## src/rtl/eu_xbuf_mc.sv

```systemverilog
// Multi-channel read-once operand buffer: fully associative, consumed on lookup hit.
// Define EU_XBUF_MC_BYPASS_EN to let a lookup be served directly by a same-cycle write.
module eu_xbuf_mc #(
    parameter int unsigned NUM_WR_CH   = 2,
    parameter int unsigned NUM_RD_CH   = 2,
    parameter int unsigned NUM_ENTRIES = 8,
    parameter int unsigned ADDR_W      = 8,
    parameter int unsigned DATA_W      = 16,
    localparam int unsigned OCC_W      = $clog2(NUM_ENTRIES) + 1
) (
    input  logic                          clk,
    input  logic                          reset_n,
    input  logic [NUM_WR_CH-1:0]          wr_valid_i,
    input  logic [NUM_WR_CH*ADDR_W-1:0]   wr_addr_i,
    input  logic [NUM_WR_CH*DATA_W-1:0]   wr_data_i,
    output logic [NUM_WR_CH-1:0]          wr_success_o,
    input  logic [NUM_RD_CH-1:0]          rd_valid_i,
    input  logic [NUM_RD_CH*ADDR_W-1:0]   rd_addr_i,
    output logic [NUM_RD_CH*DATA_W-1:0]   rd_data_o,
    output logic [NUM_RD_CH-1:0]          rd_success_o,
    output logic [OCC_W-1:0]              occupancy_o,
    output logic                          full_o
);

    logic [NUM_ENTRIES-1:0] valid_q, valid_d;
    logic [ADDR_W-1:0]      addr_q [NUM_ENTRIES];
    logic [ADDR_W-1:0]      addr_d [NUM_ENTRIES];
    logic [DATA_W-1:0]      data_q [NUM_ENTRIES];
    logic [DATA_W-1:0]      data_d [NUM_ENTRIES];
    logic [OCC_W-1:0]       occ_q, occ_d;

    logic [NUM_RD_CH-1:0]   rd_hit;
    logic [NUM_RD_CH-1:0]   rd_success;
    logic [DATA_W-1:0]      rd_data [NUM_RD_CH];
    logic [NUM_ENTRIES-1:0] consume;

    logic [NUM_WR_CH-1:0]   wr_success;
    logic [NUM_ENTRIES-1:0] wr_en;
    logic [NUM_ENTRIES-1:0] claimed;
    logic [ADDR_W-1:0]      wr_addr_e [NUM_ENTRIES];
    logic [DATA_W-1:0]      wr_data_e [NUM_ENTRIES];
    logic [ADDR_W-1:0]      wa;
    logic [DATA_W-1:0]      wd;
    logic                   dup, present, found, byp;

    // Lookup against stored entries; addresses in storage are unique, so at most one match.
    always_comb begin
        rd_hit     = '0;
        rd_success = '0;
        consume    = '0;
        for (int r = 0; r < NUM_RD_CH; r++) begin
            rd_data[r] = '0;
            for (int e = 0; e < NUM_ENTRIES; e++) begin
                if (valid_q[e] && addr_q[e] == rd_addr_i[r*ADDR_W +: ADDR_W]) begin
                    rd_hit[r]  = 1'b1;
                    rd_data[r] = data_q[e];
                    if (rd_valid_i[r] && reset_n) consume[e] = 1'b1;
                end
            end
            rd_success[r] = rd_valid_i[r] && rd_hit[r] && reset_n;
`ifdef EU_XBUF_MC_BYPASS_EN
            if (rd_valid_i[r] && !rd_hit[r] && reset_n) begin
                for (int w = NUM_WR_CH - 1; w >= 0; w--) begin
                    if (wr_valid_i[w] && wr_addr_i[w*ADDR_W +: ADDR_W] ==
                        rd_addr_i[r*ADDR_W +: ADDR_W]) begin
                        rd_success[r] = 1'b1;
                        rd_data[r]    = wr_data_i[w*DATA_W +: DATA_W];
                    end
                end
            end
`endif
            if (!rd_success[r]) rd_data[r] = '0;
        end
    end

    // Write allocation: in-place overwrite, else lowest free entry not taken by a lower channel.
    always_comb begin
        wr_success = '0;
        wr_en      = '0;
        claimed    = '0;
        wa         = '0;
        wd         = '0;
        dup        = 1'b0;
        present    = 1'b0;
        found      = 1'b0;
        byp        = 1'b0;
        for (int e = 0; e < NUM_ENTRIES; e++) begin
            wr_addr_e[e] = '0;
            wr_data_e[e] = '0;
        end
        for (int w = 0; w < NUM_WR_CH; w++) begin
            wa      = wr_addr_i[w*ADDR_W +: ADDR_W];
            wd      = wr_data_i[w*DATA_W +: DATA_W];
            dup     = 1'b0;
            present = 1'b0;
            found   = 1'b0;
            byp     = 1'b0;
            for (int v = 0; v < NUM_WR_CH; v++) begin
                if (v < w && wr_valid_i[v] && wr_addr_i[v*ADDR_W +: ADDR_W] == wa) dup = 1'b1;
            end
            for (int e = 0; e < NUM_ENTRIES; e++) begin
                if (valid_q[e] && addr_q[e] == wa) present = 1'b1;
            end
`ifdef EU_XBUF_MC_BYPASS_EN
            for (int r = 0; r < NUM_RD_CH; r++) begin
                if (rd_valid_i[r] && !present && rd_addr_i[r*ADDR_W +: ADDR_W] == wa) byp = 1'b1;
            end
`endif
            if (reset_n && wr_valid_i[w] && !dup) begin
                if (byp) begin
                    wr_success[w] = 1'b1;
                end else begin
                    for (int e = 0; e < NUM_ENTRIES; e++) begin
                        if (present ? (valid_q[e] && addr_q[e] == wa)
                                    : (!found && !valid_q[e] && !claimed[e])) begin
                            found         = 1'b1;
                            claimed[e]    = 1'b1;
                            wr_en[e]      = 1'b1;
                            wr_addr_e[e]  = wa;
                            wr_data_e[e]  = wd;
                            wr_success[w] = 1'b1;
                        end
                    end
                end
            end
        end
    end

    // A consumed entry that is overwritten in the same cycle stays valid with the new data.
    always_comb begin
        occ_d = '0;
        for (int e = 0; e < NUM_ENTRIES; e++) begin
            valid_d[e] = (valid_q[e] && !consume[e]) || wr_en[e];
            addr_d[e]  = wr_en[e] ? wr_addr_e[e] : addr_q[e];
            data_d[e]  = wr_en[e] ? wr_data_e[e] : data_q[e];
            occ_d      = occ_d + OCC_W'(valid_d[e]);
        end
    end

    always_ff @(posedge clk) begin
        if (!reset_n) begin
            valid_q <= '0;
            occ_q   <= '0;
        end else begin
            valid_q <= valid_d;
            occ_q   <= occ_d;
        end
        for (int e = 0; e < NUM_ENTRIES; e++) begin
            addr_q[e] <= addr_d[e];
            data_q[e] <= data_d[e];
        end
    end

    for (genvar r = 0; r < NUM_RD_CH; r++) begin : g_rd_out
        assign rd_data_o[r*DATA_W +: DATA_W] = rd_data[r];
    end

    assign rd_success_o = rd_success;
    assign wr_success_o = wr_success;
    assign occupancy_o  = occ_q;
    assign full_o       = (occ_q == OCC_W'(NUM_ENTRIES));

endmodule

```

## config.mk

```make
export PLATFORM = sky130hd
export DESIGN_NAME = eu_xbuf_mc
export DESIGN_NICKNAME = d
export VERILOG_FILES = /design/src/rtl/eu_xbuf_mc.sv
export SDC_FILE = /design/constraint.sdc
export NUM_CORES = 1
export LEC_CHECK = 0
export BUFFER_PORTS_ARGS = -buffer_cell sky130_fd_sc_hd__buf_2
export CAP_MARGIN = 30
export CORE_ASPECT_RATIO = 0.6
export CORE_UTILIZATION = 45
export DETAILED_ROUTE_END_ITERATION = 7
export PLACE_DENSITY = 0.71
export RECOVER_POWER = 100
export SLEW_MARGIN = 40
export SYNTH_ARGS = -nofsm -noshare
export SYNTH_HDL_FRONTEND = slang
export SYNTH_SLANG_ARGS = --single-unit
```

## constraint.sdc

```tcl
create_clock -name clk -period 13.5 [get_ports clk]
set_input_delay 2.7 -clock clk [delete_from_list [all_inputs] [get_ports clk]]
set_output_delay 2.7 -clock clk [all_outputs]
set_load 0.005 [all_outputs]
```

==> metrics.md <==
| Metric | Value |
|---|---|
| Asr flop ratio synth | 0 |
| Slowest cell on the critical path | a41oi_1 |
| CTS tree | built |
| Outcome | complete, but fails checks |
| Initial Util | 0.4571 |
| # resized after CTS | 0 |
| H-tree depth | 1 |
| First-pass GRT wire length | 91220 µm |
| Met2 WL | 23590 µm |
| Clk_lat worst skew | 0.56 ns |
| CP max FO | 18 |
| Cell count after synthesis | 1624 |
| Critical path buffers and inverters | 4 |
| Post-DP HPWL | 41410 µm |
| Avg Cell Area, Syn | 9.124 µm² |
| P&R area growth vs syn | 9.593% |
| Average wire per standard cell | 30.04 µm |
| Drt via density | 6.922 |
| # hold bufs at CTS | 0 |
| EDFF count, synth | 192 |
| Overall routing resource usage | 0.3681 |
| Class of the worst hold path | register to register |
| Failing checks | max-capacitance violations, max-slew violations |
| Clock Pin Slew Worst Setup and Hold Paths | 0.06 ns |
| Yosys cell types | 66 |
| Die Ht | 142.6 µm |
| Final GP Congestion | 1.078 |
| Final WL | 62580 µm |
| Initial antenna violation count | 2 |
| Worst Path Required | 10.80 ns |
| Sum Neg Setup Slack | 0 ns |
| Max frequency | 0.09012 GHz |
| Crit end category | output pin |
| Met3 wire len | 11690 µm |
| CP dominant cell by count | clkbuf_1 |
| Layout cell share with drive strength beyond 1 | 0.09789 |
| Nets | 1716 |
| Net count after synthesis | 1701 |
| Slew @ Worst Pin | 2.047 ns |
| Max Cap Viol | 16 |
| Post-CTS Setup Inserts | 0 |
| VDD IR-drop max | 0.07925 mV |
| Total number of vias | 14420 |
| Seq cells post-synth | 204 |
| Final Setup Violations | 0 |
| Final hold violation count | 0 |
| Tcrit/Tclk final | 0.8220 |
| Port Buffers | 110 |
| Placement Cell Area | 15730 µm² |
| Wl on met1 | 24890 µm |
| Inserted Clock Buffers | 23 |
| Std-Cell Rows | 51 |
| Most used DFF post-synth | edfxtp_1 |
| CP Launch Type | input pin |
| P_leak | 5.232 nW |
| Top Ports | 111 |
| Die width | 236.3 µm |
| Slew Viols, Final | 381 |
| CP top delay family | buffers and inverters |
| Antenna Violating Nets Remaining | 0 |
| RSZ-0062 raised after global routing | false |
| Clk root buf | clkbuf_16 |
| Die area | 33680 µm² |
| Worst path max stage delay | 1.72 ns |
| Remaining DRCs | 0 |
| Yosys warns | 0 |
| Clock Sinks | 204 |
| Clock Path Buffers | 3 |
| Mapped cell area | 14820 µm² |
| Commonest non-fill, non-tap cell in the layout | nand2_1 |
| PD cells | 96.03 nW/µm² |
| Final instance area | 16240 µm² |
| GR Overflow Total | 0 |
| Crit Path Category | input pin to output pin |
| Drt first pass iters | 6 |
| Final min period | 11.10 ns |
| Crit-path cells | clkbuf_1 -> xnor2_1 -> nand4_1 -> nor4_1 -> and3_1 -> clkbuf_1 -> clkinv_1 -> a41oi_1 -> o211ai_1 -> a21oi_1 -> clkbuf_1 |
| Clock skew | 0.01453 ns |
| Post-synthesis sequential area ratio | 0.4053 |
| Worst EP arrival | 8.40 ns |
| DRT iter0 DRCs | 2924 |
| Number of global-route vias before repair | 13680 |
| Core ar. | 32420 µm² |
| DR top layer | met4 |
| Pin count of the biggest net entering global routing | 62 |
| Most frequent cells in the layout | nand2_1, edfxtp_1, xnor2_1 |
| Max transition margin | -0.3645 |
layer usage:
layer / vias up / global-route usage
met3: 211 / 0.1668
met1: 6793 / 0.5194
met4: 0 / 0.1350
met2: 1432 / 0.4838
met5: - / 0
li1: 5982 / -
worst paths after layout:
path | from | depth (start not counted) | to | slack, ns
max reg2reg | addr_q[1][0] | 20 | occupancy_o[2] | 5.25
max | rd_addr_i[10] | 11 | rd_data_o[27] | 2.40
min | valid_q[6] | 2 | valid_q[6] | 0.69
min reg2reg | valid_q[6] | 2 | valid_q[6] | 0.69
area by class of cell:
cell class	count	area, µm²
diodes	4	10.01
clock buffers	25	583.1
clock inverters	16	152.6
fillers	3031	16180
inverters	25	93.84
multi-input cells	1231	8093
flip-flops and latches	204	6006
well taps	424	530.5
repair buffers	154	769.5
per-stage QoR:
stage / total power [W] / setup WS, ns / hold slack [ns] / utilization / cells
6_report: 0.001559 / 2.403 / 0.6919 / 0.5009 / 2083
4_1_cts: 0.001545 / 4.545 / 0.6761 / 0.5078 / 2076
3_3_place_gp: 0.0009154 / 4.533 / 0.6570 / 0.4837 / 2034
2_1_floorplan: 0.0008496 / 3.259 / 0.6366 / - / 1624
5_1_grt: 0.001582 / 2.265 / 0.7407 / 0.5008 / 2081
3_5_place_dp: 0.0009182 / 4.562 / 0.6518 / 0.4851 / 2035
where the power goes:
part           internal (W)  switching, W
clock network      0.000354      0.000291
registers          0.000704     0.0000186
logic             0.0000608      0.000131
total               0.00112      0.000440
Yosys cell counts, drive strengths merged (3+ instances only):
library cell / count / area share
nand2: 230 / 0.058
edfxtp: 192 / 0.39
xnor2: 174 / 0.10
o21ai: 155 / 0.057
clkbuf: 110 / 0.028
a22o: 97 / 0.057
xor2: 93 / 0.055
nand3: 63 / 0.021
nor2: 56 / 0.014
a21oi: 54 / 0.018
buf: 54 / 0.018
nand4: 39 / 0.016
nor3: 38 / 0.013
and2: 32 / 0.014
inv: 23 / 0.0058
nor4: 23 / 0.010
a211oi: 18 / 0.0095
o311ai: 18 / 0.011
a221oi: 17 / 0.010
a311oi: 17 / 0.010
o211ai: 17 / 0.0086
dfxtp: 12 / 0.016
o22ai: 9 / 0.0038
and3: 7 / 0.0030
mux2i: 7 / 0.0047
or3: 7 / 0.0030
o22a: 6 / 0.0035
o41ai: 5 / 0.0052
a21o: 4 / 0.0020
a31oi: 4 / 0.0017
fa: 4 / 0.0054
o221ai: 4 / 0.0024
a41oi: 3 / 0.0030
ha: 3 / 0.0025
nand2b: 3 / 0.0013
nor4b: 3 / 0.0018
worst reg2reg max path: stages (launching register included):
cell and delay, ns:
edfxtp_1 0.48, xnor2_1 0.18, nand4_1 0.21, nor4_1 0.11
or4_1 0.74, nor3_1 0.67, a21oi_1 0.17, nor2_2 0.10
clkbuf_1 1.27, a21o_1 0.14, clkbuf_1 1.40, a21oi_1 0.17
fa_1 0.63, fa_1 0.43, fa_1 0.46, inv_1 0.07
ha_1 0.16, inv_1 0.06, fa_1 0.44, xor2_1 0.18
nor2_1 0.05
state kept, by name, summed over array words and instances (netlist names):
register and flops:
addr_q 64, data_q 128, valid_q 8, occupancy_o 4
logic make-up (layout without fill, tap and decap cells):
kind of cell / Yosys count / count (layout) / share of synthesized area
other: 0 / 4 / 0
adder cells (fa/ha/maj): 7 / 7 / 0.007938
buffers and inverters: 189 / 220 / 0.05236
AO/OA/AOI/OAI: 442 / 442 / 0.2115
XOR/XNOR: 267 / 267 / 0.1578
flip-flops: 204 / 204 / 0.4053
AND/OR/NAND/NOR: 507 / 507 / 0.1596
multiplexers: 8 / 8 / 0.005489
Power figures use the tool's default switching activity.
